## src/rtl/seq_restoring_divider.sv

```systemverilog
// ---------------------------------------------------------------------------
// seq_restoring_divider
//
// Sequential restoring divider. It produces one quotient bit per clock by
// shifting the partial remainder left and subtracting the divisor only when
// the result stays non-negative. It uses the same start/ready/done handshake
// as the shift-add multiplier, so one controlling FSM can drive either unit.
//
// Optional feature (macro SIGNED_DIV_EN):
//   undefined : pure unsigned division, no sign logic is built.
//   defined   : two's-complement operands. Magnitudes are taken at capture,
//               the same unsigned core runs, and the signs are fixed up on
//               entry to DONE (truncation toward zero).
//
// Parameters:
//   DW             operand/result width in bits (2..32)
//
// Ports:
//   clk_i          system clock, rising edge
//   rst_i          synchronous active-high reset
//   start_i        request pulse, sampled only while ready_o=1
//   dividend_i     numerator, captured on the accept edge
//   divisor_i      denominator, captured on the accept edge
//   ready_o        high while idle and able to accept start_i
//   done_o         one-cycle pulse; results are valid from this cycle on
//   quotient_o     registered quotient
//   remainder_o    registered remainder
//   div_by_zero_o  error flag, valid with done_o
// ---------------------------------------------------------------------------
module seq_restoring_divider #(
    parameter int DW = 16
) (
    input  logic          clk_i,
    input  logic          rst_i,
    input  logic          start_i,
    input  logic [DW-1:0] dividend_i,
    input  logic [DW-1:0] divisor_i,
    output logic          ready_o,
    output logic          done_o,
    output logic [DW-1:0] quotient_o,
    output logic [DW-1:0] remainder_o,
    output logic          div_by_zero_o
);

    localparam int CW = $clog2(DW + 1);

    typedef enum logic [1:0] {
        IDLE = 2'd0,
        BUSY = 2'd1,
        DONE = 2'd2
    } state_t;

    state_t        state_q;
    logic [CW-1:0] cnt_q;
    // The partial remainder is always below the divisor between iterations,
    // so its top bit is always zero. Only the low DW bits are stored and the
    // extra bit appears only in the shifted value used for the subtraction.
    logic [DW-1:0] rem_q;
    logic [DW-1:0] quo_q;
    logic [DW-1:0] dvs_q;
    logic [DW-1:0] quotient_q;
    logic [DW-1:0] remainder_q;
    logic          dbz_q;

    logic [DW:0]   shifted_d;
    logic [DW:0]   trial_d;
    logic [DW-1:0] remNext_d;
    logic [DW-1:0] quoNext_d;
    logic [DW-1:0] dvdMag_d;
    logic [DW-1:0] dvsMag_d;
    logic [DW-1:0] quoRes_d;
    logic [DW-1:0] remRes_d;

    // One restoring iteration. The sign bit of the trial subtraction decides
    // whether the subtraction is kept and what the new quotient bit is.
    always_comb begin
        shifted_d = {rem_q, quo_q[DW-1]};
        trial_d   = shifted_d - {1'b0, dvs_q};
        quoNext_d = {quo_q[DW-2:0], ~trial_d[DW]};
        remNext_d = trial_d[DW] ? shifted_d[DW-1:0] : trial_d[DW-1:0];
    end

`ifdef SIGNED_DIV_EN
    logic negQuo_q;
    logic negRem_q;

    // The core always sees magnitudes. The most negative value maps to
    // itself, which is still correct when read as unsigned.
    always_comb begin
        dvdMag_d = dividend_i[DW-1] ? -dividend_i : dividend_i;
        dvsMag_d = divisor_i[DW-1]  ? -divisor_i  : divisor_i;
        quoRes_d = negQuo_q ? -quoNext_d : quoNext_d;
        remRes_d = negRem_q ? -remNext_d : remNext_d;
    end

    // The sign fix-up flags are captured together with the operands.
    // The quotient is negative when the operand signs differ. The remainder
    // follows the sign of the dividend.
    always_ff @(posedge clk_i) begin
        if (rst_i) begin
            negQuo_q <= 1'b0;
            negRem_q <= 1'b0;
        end else if (state_q == IDLE && start_i) begin
            negQuo_q <= dividend_i[DW-1] ^ divisor_i[DW-1];
            negRem_q <= dividend_i[DW-1];
        end
    end
`else
    always_comb begin
        dvdMag_d = dividend_i;
        dvsMag_d = divisor_i;
        quoRes_d = quoNext_d;
        remRes_d = remNext_d;
    end
`endif

    // Control FSM and datapath registers.
    // The result registers load only on the edge that enters DONE, so an
    // aborted operation never shows partial results.
    always_ff @(posedge clk_i) begin
        if (rst_i) begin
            state_q     <= IDLE;
            cnt_q       <= '0;
            rem_q       <= '0;
            quo_q       <= '0;
            dvs_q       <= '0;
            quotient_q  <= '0;
            remainder_q <= '0;
            dbz_q       <= 1'b0;
        end else begin
            case (state_q)
                IDLE: begin
                    if (start_i) begin
                        if (divisor_i == '0) begin
                            // Skip the iterations. The raw dividend is the
                            // remainder, even in signed mode.
                            state_q     <= DONE;
                            quotient_q  <= '1;
                            remainder_q <= dividend_i;
                            dbz_q       <= 1'b1;
                        end else begin
                            state_q <= BUSY;
                            cnt_q   <= CW'(DW);
                            rem_q   <= '0;
                            quo_q   <= dvdMag_d;
                            dvs_q   <= dvsMag_d;
                        end
                    end
                end
                BUSY: begin
                    rem_q <= remNext_d;
                    quo_q <= quoNext_d;
                    cnt_q <= cnt_q - CW'(1);
                    if (cnt_q == CW'(1)) begin
                        state_q     <= DONE;
                        quotient_q  <= quoRes_d;
                        remainder_q <= remRes_d;
                        dbz_q       <= 1'b0;
                    end
                end
                DONE: begin
                    state_q <= IDLE;
                end
                default: begin
                    state_q <= IDLE;
                end
            endcase
        end
    end

    assign ready_o       = (state_q == IDLE);
    assign done_o        = (state_q == DONE);
    assign quotient_o    = quotient_q;
    assign remainder_o   = remainder_q;
    assign div_by_zero_o = dbz_q;

endmodule

```

## config.mk

```make
export PLATFORM = sky130hd
export DESIGN_NAME = seq_restoring_divider
export DESIGN_NICKNAME = d
export VERILOG_FILES = /design/src/rtl/seq_restoring_divider.sv
export SDC_FILE = /design/constraint.sdc
export NUM_CORES = 1
export LEC_CHECK = 0
export CAP_MARGIN = 0
export CORE_MARGIN = 5
export CORE_UTILIZATION = 55
export CTS_BUF_LIST = sky130_fd_sc_hd__clkbuf_16
export CTS_CLUSTER_DIAMETER = 150
export DETAILED_ROUTE_END_ITERATION = 6
export PLACE_DENSITY = 0.81
export SLEW_MARGIN = 20
export SYNTH_ARGS = -nofsm -noshare
export SYNTH_HDL_FRONTEND = slang
export SYNTH_SLANG_ARGS = --single-unit
export TNS_END_PERCENT = 50
```

## constraint.sdc

```tcl
create_clock -name clk_i -period 3.2 [get_ports clk_i]
set_input_delay 0.48 -clock clk_i [delete_from_list [all_inputs] [get_ports clk_i]]
set_output_delay 0.48 -clock clk_i [all_outputs]
set_load 0.005 [all_outputs]
```

* Yosys cells after proc, flatten, opt, wreduce, memory -nomap -nowiden
Index checks and enable logic that the tools add are counted.
** Word-level totals
- Word-level logic and storage cells :: 52
- Input port bits :: 35
- Bits in registers :: 88
- Output and inout port bits :: 35
** Operators by class
- Equality and inequality tests :: 7
- Bitwise gates (word level) :: 2
- Reductions and logical operators :: 7
- Multiplexer cells :: 26
- Add/subtract/negate cells :: 2
** Operators with widths (count)
- two-way mux 16 bit :: 11
- one-hot mux 16 bit (2 select lines) :: 4
- subtractor 17 x 16 -> 17 bit :: 1
- zero test 16 bit :: 1
- two-way mux 5 bit :: 2
- one-hot mux 5 bit (2 select lines) :: 1
- two-way mux 2 bit :: 3
- inequality test 2 bit, second input constant :: 3
- AND reduction 3 bit :: 2
- == test 5 x 1 -> 1 bit, second input constant :: 1
- subtractor 5 x 1 -> 5 bit, second input constant :: 1
- one-hot mux 2 bit (2 select lines) :: 1
- AND reduction 4 bit :: 1
- two-way mux 1 bit :: 3
- == test 2 x 1 -> 1 bit, second input constant :: 1
- == test 2 bit, second input constant :: 1
- zero test 2 bit :: 1
- inequality test 2 x 1 -> 1 bit, second input constant :: 1
- inverter 1 bit :: 2
- one-hot mux 1 bit (2 select lines) :: 1
- AND reduction 2 bit :: 1
- nonzero test 2 bit :: 1

* Longest topological paths before layout
Gate-level depths: netlist of the first run.
- Depth after elaboration :: 4
- Mapped depth :: 12

* Worst setup path before layout of the first run
Ideal clock, no wire load.
- Kind :: register to register
- Start :: reg quo_q[15]
- End :: reg remainder_q[0] (netlist: remainder_o[0])
- Arrival :: 2394 ps
- Cell stages (with the launch flop) :: 12
- Buffers on the path :: 0
- Slack :: 718 ps
- Cells stage by stage :: dfxtp_1 inv_1 ha_1 inv_1 fa_1 a211oi_2 o21ai_1 o211ai_1 a21oi_2 or3_1 a21o_1 a311oi_2
** On the way
- Word-level cells in the longest chain between the ends :: 4
** Ends and longest elaborated chain
- start, declared :: line 59 : logic [DW-1:0] quo_q;
- start signal, assigned :: line 145 : quo_q <= dvdMag_d;
- start signal, assigned :: line 152 : quo_q <= quoNext_d;
- subtractor 17 x 16 -> 17 bit :: line 78 : trial_d = shifted_d - {1'b0, dvs_q};
- two-way mux 16 bit * :: line 80 : remNext_d = trial_d[DW] ? shifted_d[DW-1:0] : trial_d[DW-1:0];
- two-way mux 16 bit * :: line 154 : if (cnt_q == CW'(1)) begin
- one-hot mux 16 bit (2 select lines) * :: line 131 : case (state_q)
- end signal, assigned :: line 139 : remainder_q <= dividend_i;
- end signal, assigned :: line 157 : remainder_q <= remRes_d;
- end, declared :: line 62 : logic [DW-1:0] remainder_q;
Mark *: on every way between the ends. The rest lies on a longest branch, timed or not. The select of a mux whose other input is x is not followed.
A chain may end at the register's enable or synchronous reset.

* Final worst setup path of the first run
- Start :: reg quo_q[15]
- End :: reg remainder_q[6] (netlist: remainder_o[6])
** On the way
- Word-level cells in the longest chain between the ends :: 4
** Ends and longest elaborated chain (line)
- subtractor 17 x 16 -> 17 bit :: 78
- two-way mux 16 bit :: 80
- two-way mux 16 bit :: 154
- one-hot mux 16 bit (2 select lines) :: 131
Every way passes these cells. The select of a mux whose other input is x is not followed.

==> impl_results.md, run 1 <==
- Seq. cell area: 1762 um^2
- Worst Path Required: 3.48 ns
- First-pass GRT wire length: 20290 um
- Critical Path Start Type: flop
- ANT cells: 0
- DRT iter0 DRCs: 310
- Synth Area in Adders: 0.05193
- Crit share post-route: 0.8676
- Vias/cell: 6.087
- NetSw: 1.510 mW
- Hold-fix buffers, CTS: 0
- EDFF count, synth: 0
- Worst hold path type: flop to flop
- Die width: 102.7 um
- Yosys top cell area share: 0.3731
- DP Worst Slack: 0.2396 ns
- Starting density of the core: 0.5690
- Postcts setup bufs: 0
- R2r worst-path depth: 12
- Worst Skew: 0.009194 ns
- Commonest cells after routing, fill and taps aside: dfxtp_1, clkdlybuf4s50_1, nand2_1
- Insertion delay to the later sink of the worst-skew pair: 0.35 ns
- Vias in the first global route: 4202
- Count of cell types in the netlist: 58
- Int Pwr: 2.406 mW
- FF+latch count, synth: 88
- Max Cap Viol: 0
- Ys Warns: 0
- TritonCTS clock tree: yes
- Dpl hpwl: 9431 um
- Total GRT Usage: 0.2443
- Crit Path Class: flop to flop
- Syn_area_per_cell: 8.387 um^2
- Gr ovfl total: 0
- Final ANT Viol Nets: 0
- # H-tree levels: 3
- Largest net degree at the start of global routing: 36
- WL/cell: 17.30 um
- RSZ-0062 raised after global routing: false
- Layout cells sized above 1: 0.09179
- Hold path depth: 2
- Critical Path End Type: flop
- Outcome: complete, no violations
- Switching portion of total power: 0.3856
- Max VDD drop: 335.6 uV
- Non-Filler Instances: 726
- Placed Instances: 710
- Power share of the sequential group: 0.329
- Area after DPL: 5459 um^2
- Top Ports: 70
- Highest Clock Rate: 360.2 MHz
- Top cells by area, synth: dfxtp_1, mux2i_1, nand2_1, nor2_1, ha_1
- PD cells: 679.8 nW/um^2
- Tightest Pin Transition: 0.5838 ns
- Post_cts resized: 0
- Setup TNS: 0 ns
- Top FF cell, synth: dfxtp_1
- Main combinational cell family by area after synthesis: compound AO/OA/AOI/OAI gates
- Rel. slew slack: 0.6007
- Worst Path Max Fanout: 6
- Combinational Power Share: 0.402
- Core area: 8299 um^2
- CTS Root Cell: clkbuf_16
- TritonRoute pass-1 iters: 5
- Post-Synthesis Net Count: 617
- Area taken by multi-input logic gates: 2689 um^2
- Filler cells: 680
- Synth Area in Simple Gates: 0.1778
- I/O Buffers: 69
- Rows: 33
- Mapped Cells: 563
- Most common cell after layout, fill and taps aside: dfxtp_1
- Post-synthesis async set-or-reset flop share: 0
- Setup ws final: 0.4236 ns
- Clock sink count: 88
- CTS Buffer Depth: 2
- Post-synthesis mux area share: 0.05750
- Layout area overhead: 21.97%
- Clock transition at path regs: 0.07 ns
- GPL Wtd Cong: 0.8847
- Final core occ: 0.6940
- Finished layout cell area: 5759 um^2
- Seq/Total Area, Yosys: 0.3731
- Antenna violations before repair: 0
- Lkg Pwr: 2.288 nW
- Nets@finish: 670
- Via Count: 4419
- Worst Path Arrival: 3.05 ns
- Height of the die: 102.7 um
- Compound-Gate Fraction of Synth Area: 0.2509
- Final min period: 2.776 ns
- DRT Wirelength: 12560 um
- Final hold violations: 0
- Die ar.: 10540 um^2
- # setup viols final: 0
- Mapped Area: 4722 um^2
- Area share of xor/xnor cells in the synthesized design: 0.02968
- CTS Buf Count: 9
- Fin. max-slew vios: 0
- DRC: 0
- Clock Power Share: 0.270
- Yosys top cell by area: dfxtp_1
-- cell usage after synthesis (all sizes together) (9+ instances only) --
cell type and n:
nor3 16, inv 29, a21oi 25, o21a 11, nand4 13, nor2 63
mux2i 26, a311oi 20, xnor2 9, clkbuf 26, ha 18, nand2 64
o21ai 35, dfxtp 88, buf 12, nand3 13, o221a 16
-- through the flow --
| stage | power (mW) | hold WS [ns] |
|---|---|---|
| floorplan | 2.465 | 0.4432 |
| global placement | 2.825 | 0.4791 |
| detailed placement | 2.857 | 0.4834 |
| CTS | 3.907 | 0.4990 |
| global route | 4.119 | 0.5224 |
| finish | 3.915 | 0.4954 |
-- power by group through the flow --
stage	registers (mW)	logic, mW	clock network, mW
2_1_floorplan	1.27	1.20	0
3_3_place_gp	1.30	1.52	0
3_5_place_dp	1.31	1.55	0
4_1_cts	1.28	1.56	1.06
5_1_grt	1.30	1.72	1.11
6_report	1.29	1.57	1.06
-- final timing paths --
kind | from | end | slack, ns
max | quo_q[15] | remainder_o[6] | 0.42
min | quo_q[12] | quo_q[13] | 0.50
max reg2reg | quo_q[15] | remainder_o[6] | 0.42
min reg2reg | quo_q[12] | quo_q[13] | 0.50
-- registers in the layout, indices dropped and copies added (netlist names) --
| signal | count |
|---|---|
| remainder_o | 16 |
| cnt_q | 5 |
| quotient_o | 16 |
| quo_q | 16 |
| state_q | 2 |
| rem_q | 16 |
| div_by_zero_o | 1 |
| dvs_q | 16 |
-- worst max-delay path, stage by stage, from the launching register on --
cell      delay (ns)
dfxtp_1         0.33
inv_1           0.06
ha_1            0.16
inv_1           0.05
fa_1            0.42
a211oi_2        0.19
o21ai_1         0.19
o211ai_1        0.31
a21oi_2         0.13
nor2_1          0.16
buf_4           0.17
mux2_2          0.36
o211ai_1        0.16
-- layout make-up --
| cell class | count | area share |
|---|---|---|
| well taps | 105 | 0.02281 |
| inverters | 29 | 0.01890 |
| clock buffers | 9 | 0.03910 |
| multi-input cells | 408 | 0.4669 |
| repair buffers | 80 | 0.1334 |
| clock inverters | 7 | 0.01303 |
| flip-flops and latches | 88 | 0.3059 |
-- kinds of logic after synthesis --
family / Yosys count
simple gates: 188
fa+ha+maj: 19
buf+inv: 67
compound gates: 158
mux: 27
xor+xnor: 16
flops: 88
-- layer usage --
layer	vias to the layer above	wire length (um)	global-route usage
met5	-	0	0
met1	2054	5380	0.3082
li1	2163	-	-
met3	19	886	0.04533
met4	0	235	0.07467
met2	183	6057	0.4235
No activity file was read; power rests on OpenSTA's default activity.
==> run 2: changes to the inputs <==
--- a/config.mk
+++ b/config.mk
@@ -5,7 +5,7 @@
 export SDC_FILE = /design/constraint.sdc
 export NUM_CORES = 1
 export LEC_CHECK = 0
-export CAP_MARGIN = 0
+export CAP_MARGIN = 20
 export CORE_MARGIN = 5
 export CORE_UTILIZATION = 55
 export CTS_BUF_LIST = sky130_fd_sc_hd__clkbuf_16
==> results of run 2 <==
Same layout as run 1: the final DEF is identical, and so are final timing and power.
